<file path="src/rtl/trit_resolve_scheduler.sv">
// Round-robin front end that shares one trit resolver among NUM_REQ requesters.
// Define TRS_STATS_EN to add the saturating stat_pos/stat_neg/stat_err counters.
module trit_resolve_scheduler #(
    parameter int NUM_REQ = 4,
    parameter int ID_W    = $clog2(NUM_REQ),
    parameter int CNT_W   = 16
) (
    input  logic                 clk,
    input  logic                 rst_n,
    input  logic [NUM_REQ-1:0]   req_valid,
    input  logic [2*NUM_REQ-1:0] req_state,
    output logic [NUM_REQ-1:0]   req_ready,
    output logic                 rsp_valid,
    input  logic                 rsp_ready,
    output logic [ID_W-1:0]      rsp_id,
    output logic [1:0]           rsp_state,
    output logic                 rsp_err,
    output logic                 nt_start,
    output logic [1:0]           nt_state,
    input  logic [1:0]           nt_resolved,
    output logic                 busy
`ifdef TRS_STATS_EN
    ,
    output logic [CNT_W-1:0]     stat_pos,
    output logic [CNT_W-1:0]     stat_neg,
    output logic [CNT_W-1:0]     stat_err
`endif
);

    typedef enum logic [1:0] {S_IDLE, S_ISSUE, S_WAIT, S_RESP} state_t;

    state_t          state;
    state_t          state_nxt;
    logic [ID_W-1:0] rr_ptr;
    logic [ID_W-1:0] grant_id;
    logic            grant_found;
    logic [1:0]      grant_state;
    logic            accept;
    logic            rsp_hs;

    function automatic logic [ID_W-1:0] rot_idx(input logic [ID_W-1:0] base, input int offs);
        int sum;
        sum = int'(base) + offs;
        if (sum >= NUM_REQ) sum = sum - NUM_REQ;
        return ID_W'(sum);
    endfunction

    function automatic logic [CNT_W-1:0] sat_inc(input logic [CNT_W-1:0] v);
        return (&v) ? v : v + 1'b1;
    endfunction

    // Descending scan so the lowest offset from rr_ptr is the one that sticks.
    always_comb begin
        grant_found = 1'b0;
        grant_id    = '0;
        for (int k = NUM_REQ - 1; k >= 0; k--) begin
            if (req_valid[rot_idx(rr_ptr, k)]) begin
                grant_found = 1'b1;
                grant_id    = rot_idx(rr_ptr, k);
            end
        end
    end

    assign grant_state = req_state[{grant_id, 1'b0} +: 2];
    assign accept      = (state == S_IDLE) && grant_found;
    assign rsp_hs      = rsp_valid && rsp_ready;

    always_ff @(posedge clk or negedge rst_n) begin
        if (!rst_n) state <= S_IDLE;
        else        state <= state_nxt;
    end

    always_comb begin
        state_nxt = state;
        case (state)
            S_IDLE:  if (grant_found) state_nxt = (grant_state == 2'b11) ? S_RESP : S_ISSUE;
            S_ISSUE: state_nxt = S_WAIT;
            S_WAIT:  state_nxt = S_RESP;
            S_RESP:  if (rsp_ready) state_nxt = S_IDLE;
            default: state_nxt = S_IDLE;
        endcase
    end

    // req_ready is combinational, so it is masked while reset is held.
    always_comb begin
        req_ready = '0;
        nt_start  = 1'b0;
        busy      = (state != S_IDLE);
        if ((state == S_IDLE) && grant_found && rst_n) req_ready[grant_id] = 1'b1;
        if (state == S_ISSUE) nt_start = 1'b1;
    end

    // An illegal code skips the resolver; codes 10/11 coming back from it are flagged via bit 1.
    always_ff @(posedge clk or negedge rst_n) begin
        if (!rst_n) begin
            rr_ptr    <= '0;
            rsp_valid <= 1'b0;
            rsp_id    <= '0;
            rsp_state <= 2'b00;
            rsp_err   <= 1'b0;
            nt_state  <= 2'b00;
        end else begin
            if (accept) begin
                rsp_id <= grant_id;
                if (grant_state == 2'b11) begin
                    rsp_state <= 2'b11;
                    rsp_err   <= 1'b1;
                    rsp_valid <= 1'b1;
                end else begin
                    nt_state  <= grant_state;
                end
            end
            if (state == S_WAIT) begin
                rsp_state <= nt_resolved;
                rsp_err   <= nt_resolved[1];
                rsp_valid <= 1'b1;
            end
            if (rsp_hs) begin
                rsp_valid <= 1'b0;
                rr_ptr    <= rot_idx(rsp_id, 1);
            end
        end
    end

`ifdef TRS_STATS_EN
    always_ff @(posedge clk or negedge rst_n) begin
        if (!rst_n) begin
            stat_pos <= '0;
            stat_neg <= '0;
            stat_err <= '0;
        end else if (rsp_hs) begin
            if (rsp_err)                 stat_err <= sat_inc(stat_err);
            else if (rsp_state == 2'b00) stat_pos <= sat_inc(stat_pos);
            else                         stat_neg <= sat_inc(stat_neg);
        end
    end
`endif

endmodule
</file>
<file path="config.mk">
export PLATFORM = sky130hd
export DESIGN_NAME = trit_resolve_scheduler
export DESIGN_NICKNAME = d
export VERILOG_FILES = /design/src/rtl/trit_resolve_scheduler.sv
export SDC_FILE = /design/constraint.sdc
export NUM_CORES = 1
export LEC_CHECK = 0
export CAP_MARGIN = 20
export CORE_ASPECT_RATIO = 1.1
export CORE_MARGIN = 2
export CORE_UTILIZATION = 37
export CTS_CLUSTER_DIAMETER = 120
export DETAILED_ROUTE_END_ITERATION = 6
export PLACE_DENSITY_LB_ADDON = 0.2
export SYNTH_ARGS = -nofsm -noshare
export SYNTH_HDL_FRONTEND = slang
export SYNTH_SLANG_ARGS = --single-unit
</file>
<file path="constraint.sdc">
create_clock -name clk -period 1.9 [get_ports clk]
set_input_delay 0.19 -clock clk [delete_from_list [all_inputs] [get_ports clk]]
set_output_delay 0.19 -clock clk [all_outputs]
set_load 0.05 [all_outputs]
</file>
* Word level (Yosys, flattened, before mapping)
Cells that the tools add are included.
Storage, ports and cells: register bits 12, bits of input ports 17, logic and storage cells 86
Cells by class: add/subtract/negate cells 9, $lt $le $gt $ge 11, equal/unequal tests 6, shifts and indexed selects 1, mux-type cells 37, bitwise logic cells 1, reduce and logical (&&, ||, !) cells 14
Operator list (count):
- $mux 2 | 15
- $lt 2x3->1 const B | 5
- $mux 1 | 15
- $ge 3x3->1 const B | 4
- $sub 2x1->2 const B | 5
- $bmux 1 s2 | 4
- $pmux 2 s4 | 1
- $reduce_and 2->1 | 4
- $shiftx 8x4->2 | 1
- $add 2x1->3 const B | 2
- $add 2x2->3 const B | 2
- $eq 2x2->1 const B | 3
- $reduce_bool 2->1 | 3
- $reduce_bool 3->1 | 2
- $logic_and 1x1->1 | 4
- $mux 4 | 1
- $ne 2x2->1 const B | 2
- $ge 2x3->1 const B | 1
- $demux 1 s2 | 1
- $eq 2x1->1 const B | 1
- $ge 2x1->1 const B | 1
- $logic_not 2->1 | 1
- $not 1->1 | 1

* Logic depth before layout (Yosys ltp)
word-level depth 15, mapped depth 8, depth with buffers taken out 7

* Worst setup path before layout
No wires, ideal clock.
kind reg-to-output, start register state[0], end output req_ready[0], arrival time 2.515 ns, data required time 1.710 ns, setup slack -0.805 ns, cell stages (with the launch flop) 7, cell sequence dfrtp_1 > inv_1 > ha_1 > inv_1 > nor2_1 > nand2_1 > nor3b_1
On the way: cells in the longest elaborated chain, start to end 4
Ends and longest elaborated chain:
- start: declaration | RTL line 32 | state_t state;
- start signal: assignment | RTL line 70 | else state <= state_nxt;
- $logic_not 2->1 | RTL line 89 | if ((state == S_IDLE) && grant_found && rst_n) req_ready[grant_id] = 1'b1;
- $logic_and 1x1->1 (2 in series) | RTL line 89
- $mux 4 | RTL line 89
- end: declaration | RTL line 12 | output logic [NUM_REQ-1:0] req_ready,
Every way passes these cells.

* Final worst setup path
start register rr_ptr[1], end register rsp_state[1]
On the way: cells in the longest elaborated chain, start to end 13, elaborated cells between the ends (all ways) 37, classes of those cells 7 x add/sub; 4 x order compare; 1 x eq/ne; 1 x shift; 20 x mux; 4 x reduce/logical
Ends and longest elaborated chain:
- start: declaration | RTL line 34 | logic [ID_W-1:0] rr_ptr;
- start signal: assignment | RTL line 120 | rr_ptr <= rot_idx(rsp_id, 1);
- $add 2x2->3 | RTL line 43 | sum = int'(base) + offs;
- $ge 3x3->1 or $sub 2x1->2 (tied branches) | RTL line 44 | if (sum >= NUM_REQ) sum = sum - NUM_REQ;
- $mux 2 | RTL line 44
- $bmux 1 s2 | RTL line 57 | if (req_valid[rot_idx(rr_ptr, k)]) begin
- $mux 1 (not written as such) | RTL line 57
- $mux 2 (4 in series) | RTL line 57
- $shiftx 8x4->2 | RTL line 64 | assign grant_state = req_state[{grant_id, 1'b0} +: 2];
- $eq 2x2->1 | RTL line 105 | if (grant_state == 2'b11) begin
- $reduce_bool 2->1 (no line)
- $reduce_and 2->1 (no line) *
- end signal: assignment | RTL line 114 | rsp_state <= nt_resolved;
- end: declaration | RTL line 16 | output logic [1:0] rsp_state,
Mark *: on every way between the ends. The rest lies on a longest branch, timed or not. The select of a mux whose other input is x is not followed. A chain may end at the register's enable or synchronous reset.

==> impl_metrics.tcl <==
set metrics [dict create \
    cts.reportedPaths.clkPinSlew_ns 0.08 \
    first_global_vias 854 \
    synth_nets 100 \
    layout.filler_cells 134 \
    groute.usage.overall_pct 20.9 \
    post_synth_num_cell_types 26 \
    vdd_ir_drop_max_v 0.00102 \
    adder_cell_share_of_the_synthesized_area_pct 8.53 \
    final_nets 152 \
    clock-root-buffer "sky130_fd_sc_hd__clkbuf_4" \
    cts_tree "built" \
    drt-pass1-iter-count 4 \
    place.port_buffers 30 \
    relSlewSlack_pct 66.6 \
    antenna_left 0 \
    grt_pass1_wl_um 3530 \
    most-common-layout-cells "23 x sky130_fd_sc_hd__clkdlybuf4s50_1, 18 x sky130_fd_sc_hd__buf_4, 11 x sky130_fd_sc_hd__dfrtp_1" \
    synth_top_area_share_pct 37.5 \
    cts.htree.levels 1 \
    ys_seq_elements 11 \
    drv_cap 0 \
    total_leakage_power_uw 0.000613 \
    final_period_minus_worst_setup_slack_ns 1.96 \
    detailroute.via_count 761 \
    antenna-diode-count 0 \
    worst-endpoint-arrival_ns 2.12 \
    drive_gt1_share_pct 39.5 \
    starting_density_of_the_core_pct 40.2 \
    worstSetupEndpointType "flop" \
    synth_area_leaders "sky130_fd_sc_hd__dfrtp_1 38%, sky130_fd_sc_hd__ha_1 8.5%, sky130_fd_sc_hd__nand2_1 5.6%, sky130_fd_sc_hd__mux2i_1 5.5%, sky130_fd_sc_hd__o21ai_0 5.5%" \
    io-pin-count 31 \
    design_power_total_uw 2260 \
    area_growth_syn_to_layout_pct 86.7 \
    holdBufCountCts 0 \
    power.density_cell_area_mw_per_mm2 1650 \
    std_cell_rows 16 \
    final_clock_period_utilization_by_the_worst_path_pct 103 \
    tightest_slew_ns 0.500 \
    setup_violations 8 \
    finalSetupTns_ns -0.291 \
    fin_worst_hold_slack_ns 0.433 \
    cts-root-to-sink-buffers 2 \
    routed_wire_length_per_instance_um 13.7 \
    run_status "finished with violations" \
    timing.critical_path.fanout_max 4 \
    synth_top_area_cell "sky130_fd_sc_hd__dfrtp_1" \
    total_cts_buffers 3 \
    design.core.area_mm2 0.00182 \
    post_synthesis_share_of_cell_area_spent_on_xor_and_xnor_gates_pct 1.19 \
    synth.yosys.seq_area_share_pct 37.5 \
    hpwlAfterDp_um 1640 \
    syn_area_um2 733 \
    synth_compound_gate_area_share_pct 20.5 \
    insertion_delay_ns 0.27 \
    clock_sink_count 11 \
    via_per_inst 4.88 \
    timing.setup.critical_path_class "flop to flop" \
    synthesis.instances 78 \
    timing.critical_path.required_ns 2.06 \
    grt_setup_unrepaired "true" \
    clock-skew-final_ns 0.00971 \
    hold_viol 0 \
    die_area_mm2 0.00235 \
    die_height_um 50.7 \
    initial_antenna_violation_count 0 \
    yosys-mux-area-fraction_pct 9.04 \
    r2r_setup_slack_ns -0.06 \
    timing.hold.worst.class "input pin to asynchronous set/reset pin" \
    gp_routability_congestion 0.788 \
    failed_checks "setup timing" \
    route.final.wire_length_um 2130 \
    yosysWarningCount 0 \
    maximum_number_of_pins_on_one_net_before_global_route_repair 12 \
    synthSimpleGateAreaFrac_pct 18.9 \
    timing.final.max_slew_violations 0 \
    avgSynthCellArea_um2 9.40 \
    max_freq_mhz 509 \
    worst_setup_path_start_kind "flop" \
    grt.overflow.total 0 \
    finalWorstSetupSlack_ns -0.0628 \
    remaining_drc_errors 0 \
    final_common_cell "sky130_fd_sc_hd__clkdlybuf4s50_1" \
    synth_top_family_by_area "compound AO/OA/AOI/OAI gates" \
    dr.first_iter.drc_count 13 \
    chipWidth_um 46.4 \
]
## cells in the mapped netlist, drive strengths merged
| library cell | count |
|---|---|
| dfrtp | 11 |
| nand2 | 11 |
| o21ai | 8 |
| a21oi | 7 |
| ha | 5 |
| inv | 5 |
| mux2i | 4 |
| nand2b | 4 |
| nor2 | 3 |
| o31a | 3 |
| buf | 2 |
| mux2 | 2 |
| nor2b | 2 |
| nor3 | 2 |
| nor3b | 2 |
| a311oi | 1 |
| nand3 | 1 |
| nand3b | 1 |
| nor4 | 1 |
| o211a | 1 |
| o22a | 1 |
| xnor2 | 1 |
## metal layers
layer / part of all wire [%] / up-vias / global-route usage (%) / routed length, um
met2: 57 / 16 / 39.4 / 1210
met4: 1.7 / 0 / 7.14 / 37
met1: 38 / 364 / 22.0 / 821
met5: 0 / - / 0 / 0
li1: - / 377 / - / -
met3: 2.9 / 4 / 3.60 / 62
## registers in the layout (all words and copies together), names as in the netlist
register	count
nt_state	2
rr_ptr	2
rsp_id	2
rsp_state	2
rsp_valid	1
state	2
## path summary, 6_finish.rpt
kind / start / to / depth (start not counted)
worst max-delay path: rr_ptr[1] / rsp_state[1] / 7
worst min-delay path: rst_n / rsp_state[1] / 2
worst max register to register: rr_ptr[1] / rsp_state[1] / 7
worst min register to register: rsp_state[0] / rsp_state[0] / 1
max in group asynchronous: rst_n / state[1] / 2
min in group clk: rsp_state[0] / rsp_state[0] / 1
## where the power goes
group	switching, uW	total [uW]	internal [uW]
logic	950	1660	709
clock network	83.8	162	77.8
registers	88.6	442	353
total	1120	2260	1140
## metrics by stage
stage          std cells  util, %  instance area, um2  worst slack, ns
6_report             156     75.1                1370          -0.0628
5_1_grt              156     75.1                1370           -0.140
4_1_cts              156     74.2                1350          -0.0975
3_5_place_dp         146     67.6                1230           -0.311
3_3_place_gp         146     67.6                1230           -0.263
2_1_floorplan         78        -                 783           -0.152
## critical path, cell delays in order, from the launching register on
cell	delay, ns
sky130_fd_sc_hd__dfrtp_1	0.42
sky130_fd_sc_hd__o211a_1	0.24
sky130_fd_sc_hd__a311oi_4	0.27
sky130_fd_sc_hd__buf_6	0.17
sky130_fd_sc_hd__mux2i_1	0.19
sky130_fd_sc_hd__mux2_4	0.21
sky130_fd_sc_hd__nor3_4	0.06
sky130_fd_sc_hd__o31a_2	0.29
## cell type report
class                      instances  area (um2)  area share [%]
timing repair buffer              49         492            35.9
inverter                           5        18.8            1.37
sequential                        11         275            20.1
clock inverter                     1        5.00           0.366
clock buffer                       3        22.5            1.65
tap                               27        33.8            2.47
multi-input combinational         60         522            38.1
## logic make-up (layout without fill, tap and decap cells)
| group | after synthesis | after routing |
|---|---|---|
| compound gates | 21 | 21 |
| buf+inv | 7 | 58 |
| simple gates | 27 | 27 |
| xor+xnor | 1 | 1 |
| flops | 11 | 11 |
| mux | 6 | 6 |
| fa+ha+maj | 5 | 5 |
## what timing repair did
| action | in CTS | in global routing |
|---|---|---|
| pin swaps | 5 | 3 |
| resized for setup | 12 | 6 |
| endpoints found under the setup margin | 8 | 10 |
| setup buffers | 6 | 0 |
No activity file was read; power rests on OpenSTA's default activity.
